===== src/rtl/uart_tx_pkg.sv =====
// Shared UART definitions: line-state encodings, frame constants and baud divisor helper.
package uart_tx_pkg;

    localparam int unsigned UART_DATA_BITS  = 8;
    localparam int unsigned UART_FRAME_BITS = 10;
    localparam int unsigned UART_BIT_IDX_W  = 3;

    typedef enum logic [1:0] {
        UART_IDLE  = 2'd0,
        UART_START = 2'd1,
        UART_DATA  = 2'd2,
        UART_STOP  = 2'd3
    } uart_state_e;

    // Integer-truncated number of clk cycles per line bit.
    function automatic int unsigned clks_per_bit(input int unsigned clk_hz, input int unsigned baud);
        return clk_hz / baud;
    endfunction

endpackage


===== src/rtl/uart_baud_tick.sv =====
// Bit-period counter: pulses tick in the last cycle of every CLKS_PER_BIT-cycle period.
module uart_baud_tick #(
    parameter int unsigned CLKS_PER_BIT = 217
) (
    input  logic clk,
    input  logic rst,
    input  logic restart,
    output logic tick
);

    localparam int unsigned CNT_W = $clog2(CLKS_PER_BIT);
    localparam logic [CNT_W-1:0] CNT_LAST = CNT_W'(CLKS_PER_BIT - 1);

    logic [CNT_W-1:0] cnt_q;
    logic [CNT_W-1:0] cnt_d;

    assign tick = (cnt_q == CNT_LAST);

    always_comb begin
        cnt_d = cnt_q + CNT_W'(1);
        if (restart || tick) begin
            cnt_d = '0;
        end
    end

    always_ff @(posedge clk) begin
        if (rst) begin
            cnt_q <= '0;
        end else begin
            cnt_q <= cnt_d;
        end
    end

endmodule


===== src/rtl/uart_tx.sv =====
// 8N1 UART transmitter with valid/ready input and a one-entry holding register.
module uart_tx
    import uart_tx_pkg::*;
#(
    parameter int unsigned CLK_FREQ_HZ = 25_000_000,
    parameter int unsigned BAUD_RATE   = 115200
) (
    input  logic                      clk,
    input  logic                      rst,
    input  logic                      tx_valid,
    input  logic [UART_DATA_BITS-1:0] tx_data,
    output logic                      tx_ready,
    output logic                      tx_busy,
    output logic                      txd
);

    localparam int unsigned CLKS_PER_BIT = clks_per_bit(CLK_FREQ_HZ, BAUD_RATE);

    if (CLKS_PER_BIT < 2) begin : g_cpb_check
        $error("uart_tx: CLK_FREQ_HZ / BAUD_RATE must be at least 2");
    end

    uart_state_e                 state_q, state_d;
    logic [UART_DATA_BITS-1:0]   shift_q, shift_d;
    logic [UART_DATA_BITS-1:0]   hold_q, hold_d;
    logic                        hold_full_q, hold_full_d;
    logic [UART_BIT_IDX_W-1:0]   bit_q, bit_d;
    logic                        txd_q, txd_d;

    logic tick;
    logic accept;
    logic last_stop;
    logic shifter_free;
    logic bypass;

    uart_baud_tick #(
        .CLKS_PER_BIT(CLKS_PER_BIT)
    ) u_baud_tick (
        .clk    (clk),
        .rst    (rst),
        .restart(state_q == UART_IDLE),
        .tick   (tick)
    );

    assign tx_ready     = !hold_full_q;
    assign tx_busy      = (state_q != UART_IDLE) || hold_full_q;
    assign txd          = txd_q;
    assign accept       = tx_valid && tx_ready;
    assign last_stop    = (state_q == UART_STOP) && tick;
    assign shifter_free = (state_q == UART_IDLE) || last_stop;
    assign bypass       = accept && shifter_free;

    // Next-state, shifter and holding-register update; txd follows the next state.
    always_comb begin
        state_d     = state_q;
        shift_d     = shift_q;
        hold_d      = hold_q;
        hold_full_d = hold_full_q;
        bit_d       = bit_q;
        txd_d       = 1'b1;

        if (accept && !shifter_free) begin
            hold_d      = tx_data;
            hold_full_d = 1'b1;
        end

        case (state_q)
            UART_IDLE: begin
                if (bypass) begin
                    state_d = UART_START;
                    shift_d = tx_data;
                end
            end
            UART_START: begin
                if (tick) begin
                    state_d = UART_DATA;
                    bit_d   = '0;
                end
            end
            UART_DATA: begin
                if (tick) begin
                    shift_d = shift_q >> 1;
                    if (bit_q == UART_BIT_IDX_W'(UART_DATA_BITS - 1)) begin
                        state_d = UART_STOP;
                        bit_d   = '0;
                    end else begin
                        bit_d = bit_q + UART_BIT_IDX_W'(1);
                    end
                end
            end
            UART_STOP: begin
                if (tick) begin
                    if (hold_full_q) begin
                        state_d     = UART_START;
                        shift_d     = hold_q;
                        hold_full_d = 1'b0;
                    end else if (bypass) begin
                        state_d = UART_START;
                        shift_d = tx_data;
                    end else begin
                        state_d = UART_IDLE;
                    end
                end
            end
            default: begin
                state_d = UART_IDLE;
            end
        endcase

        case (state_d)
            UART_START: txd_d = 1'b0;
            UART_DATA:  txd_d = shift_d[0];
            default:    txd_d = 1'b1;
        endcase
    end

    always_ff @(posedge clk) begin
        if (rst) begin
            state_q     <= UART_IDLE;
            shift_q     <= '0;
            hold_q      <= '0;
            hold_full_q <= 1'b0;
            bit_q       <= '0;
            txd_q       <= 1'b1;
        end else begin
            state_q     <= state_d;
            shift_q     <= shift_d;
            hold_q      <= hold_d;
            hold_full_q <= hold_full_d;
            bit_q       <= bit_d;
            txd_q       <= txd_d;
        end
    end

endmodule


===== config.mk =====
export PLATFORM = sky130hd
export DESIGN_NAME = uart_tx
export DESIGN_NICKNAME = d
export VERILOG_FILES = /design/src/rtl/uart_tx_pkg.sv /design/src/rtl/uart_baud_tick.sv /design/src/rtl/uart_tx.sv
export SDC_FILE = /design/constraint.sdc
export NUM_CORES = 1
export LEC_CHECK = 0
export ABC_AREA = 1
export BUFFER_PORTS_ARGS = -buffer_cell sky130_fd_sc_hd__buf_2
export CAP_MARGIN = 40
export CELL_PAD_IN_SITES_DETAIL_PLACEMENT = 0
export CELL_PAD_IN_SITES_GLOBAL_PLACEMENT = 1
export CORE_MARGIN = 1.5
export CORE_UTILIZATION = 46
export CTS_CLUSTER_SIZE = 30
export DETAILED_ROUTE_END_ITERATION = 7
export GPL_ROUTABILITY_DRIVEN = 0
export PLACE_DENSITY_LB_ADDON = 0.12
export SETUP_SLACK_MARGIN = 0.5
export SYNTH_ARGS = -nofsm -noshare
export SYNTH_HDL_FRONTEND = slang
export SYNTH_SLANG_ARGS = --single-unit

===== constraint.sdc =====
create_clock -name clk -period 2.8 [get_ports clk]
set_input_delay 0.14 -clock clk [delete_from_list [all_inputs] [get_ports clk]]
set_output_delay 0.14 -clock clk [all_outputs]
set_load 0.05 [all_outputs]

==> metrics.txt <==
DR vias/cell=5.202; Yosys top cell by area=dfxtp_1; Starting Density=0.4735; Min-Delay Endpoint=hold_q[1]; Reg area=just over 600 um2; final core utilization=0.5310; clock skew=approximately 0.021 ns; Final Critical Period=between 1.5 and 2 ns; vias in the first global route=roughly 1,200; Die Ht=between 60 and 70 um; RSZ-0062 raised after global routing=no; postcts setup bufs=0; fill cell count=between 300 and 400; final hold viol count=0; Sequential Power Share=0.476; startpoint types=register; CTS Hold Bufs=0; number of H-tree levels=2; cts repair resizes=0; DR pass1 iterations=4; ys async rst share=0; site row count=21; Worst-path clk slew=0.12 ns; area of the core=~0.0033 mm2; detailed-route via count=1,415; Max Buffers Root-to-Sink=2; most frequent cell after synthesis=nand2_1; r2r endpoint=shift_q[3]; Slew Limit Fails=0; pwr dens=575.2 mW/mm2; Sw Ratio=0.2819; hold path cells=3; Nets=240; Post-synth top cells=nand2_1, dfxtp_1, a21oi_1, inv_1, nand3_1; Max IR drop VDD=a little over 300 uV; HP Start=tx_data[1]; setup violators final=0; RR Startpoint=u_baud_tick.cnt_q[0]; CTS tree=done; crit end category=register; Clock Latency Late Sink=between 0.3 and 0.4 ns; Final TNS setup=0 ns; clock sink total=31; Worst-Margin Slew=roughly 0.38 ns; status=completed; synthesized area=approximately 0.0016 mm2; Worst EP arrival=2.01 ns; # diodes=0; initial antenna violation count=0; Clock Power Share=0.373; Detailed Route Iter0 Violations=85; Syn Nets=223; total CTS buffers=5; Peak Freq=573.1 MHz; EDFF count, synth=0; Comb power frac=0.151; Pint=approximately 730 uW; Crit Path Class=register to register; Critical Path Source=u_baud_tick.cnt_q[0]; worst relative slew slack=0.7427; synth top area cells=dfxtp_1, nand2_1, a21oi_1; R2R cell count=10; Total GRT Usage=0.2077; Critical Path Fanout Max=7; Reg2Reg Setup Slack=1.06 ns; Avg WL per Cell=12.58 um; I/O pins=14; Synth warnings=0; period utilisation layout=0.6231; GRT overflow=0; Worst EP required=approximately 3.1 ns; share of post-route cells with drive strength above 1=0.2035; largest net degree at the start of global routing=20; root buffer cell=clkbuf_4; final WL=about 3400 um; Max Cap Viol=0; synthesized flop and latch total=31; Antenna Nets Post-Route=0; Min-Delay Path Class=input pin to register; Cells after Synth=about 210; Area Growth Syn to Fin=12.13%; footprint of the multi-input gates=between 800 and 900 um2; top_reg_cell synth=dfxtp_1; static leakage=about 0.00074 uW; DRC Markers=0; Die ar.=0.003768 mm2; first-pass GRT wire length=approximately 5600 um; area share of the largest cell type after synthesis=0.3958; Seq/Total Area, Yosys=0.3958; dpl hpwl=2526 um; Die X=61.38 um; P_sw=285.0 uW; Mean Syn Cell Area=between 7 and 8 um2; Synth cell types=30; PortBufs=13
## flip-flops by register name, indices dropped and copies added, names as in the netlist
register           cells
hold_full_q            1
state_q                2
u_baud_tick.cnt_q      8
shift_q                8
txd                    1
hold_q                 8
bit_q                  3
## critical path, stage by stage, from the launching register on
cell	delay, ns
dfxtp_1	0.35
inv_1	0.06
ha_1	0.14
nand2_1	0.08
nor2_4	0.16
nand3_4	0.13
o21ai_2	0.26
o21ai_0	0.14
nand2_1	0.07
o21ai_0	0.10
a21oi_1	0.18
## area by class of cell
type	count	area share
Timing Repair Buffer	13	0.03701
Sequential cell	31	0.3530
Multi-Input combinational cell	146	0.4669
Clock buffer	6	0.02918
Clock inverter	2	0.01993
Tap cell	46	0.03274
Inverter	28	0.06121
## through the flow
stage	setup slack (ns)	area [um2]	power, uW	hold WS [ns]	std cells
6_report	1.055	1758	1011	0.05503	272
5_1_grt	0.8895	1758	1063	0.06314	272
4_1_cts	1.078	1758	1013	0.05529	272
3_5_place_dp	1.099	1672	642.6	0.4312	264
3_3_place_gp	1.131	1672	641.0	0.4226	264
2_1_floorplan	1.249	1568	605.9	0.3044	208
## power by group through the flow
| stage | clock (uW) | sequential [uW] | combinational [uW] |
|---|---|---|---|
| floorplan | 0 | 491 | 115 |
| global placement | 0 | 491 | 150 |
| detailed placement | 0 | 491 | 151 |
| CTS | 379 | 481 | 152 |
| global route | 405 | 484 | 173 |
| finish | 377 | 481 | 153 |
## how the worst max path moves through the flow
| stage | depth (start not counted) | slack (ns) | endpoint |
|---|---|---|---|
| 5_1_grt | 12 | 0.89 | txd |
| 2_1_floorplan | 12 | 1.25 | txd |
| 3_5_place_dp | 12 | 1.10 | txd |
| 4_1_cts | 12 | 1.08 | txd |
| 6_report | 10 | 1.06 | shift_q[3] |
| 3_3_place_gp | 12 | 1.13 | txd |
## cell usage in the layout (no fill, tap or decap), types with 2 or more instances in the layout
| cell type | instances |
|---|---|
| a21oi_1 | 20 |
| o21ai_0 | 13 |
| nand2_4 | 3 |
| a22oi_1 | 5 |
| o211ai_1 | 2 |
| inv_2 | 7 |
| nand3_2 | 2 |
| dfxtp_1 | 31 |
| nor2_1 | 15 |
| xor2_1 | 2 |
| nor3b_1 | 4 |
| clkbuf_4 | 5 |
| or2_0 | 2 |
| nor2_4 | 3 |
| nand2_1 | 40 |
| nand2_2 | 4 |
| o21ai_2 | 2 |
| inv_1 | 20 |
| buf_2 | 13 |
| ha_1 | 4 |
| nand3_1 | 17 |
## routing by layer
metal / wire length [um] / vias to the layer above / global-route usage
met5: 0 / - / 0
met4: 54 / 0 / 0.07295
met3: 147 / 6 / 0.06303
met2: 1524 / 32 / 0.3100
met1: 1695 / 652 / 0.2859
li1: - / 725 / -
## cell families after synthesis
| logic type | count (synthesis) | share of synthesized area |
|---|---|---|
| xor+xnor | 2 | 0.01118 |
| compound gates | 46 | 0.1724 |
| fa+ha+maj | 4 | 0.03192 |
| buf+inv | 31 | 0.08061 |
| simple gates | 94 | 0.3081 |
| flops | 31 | 0.3959 |
Power figures use the tool's default switching activity.
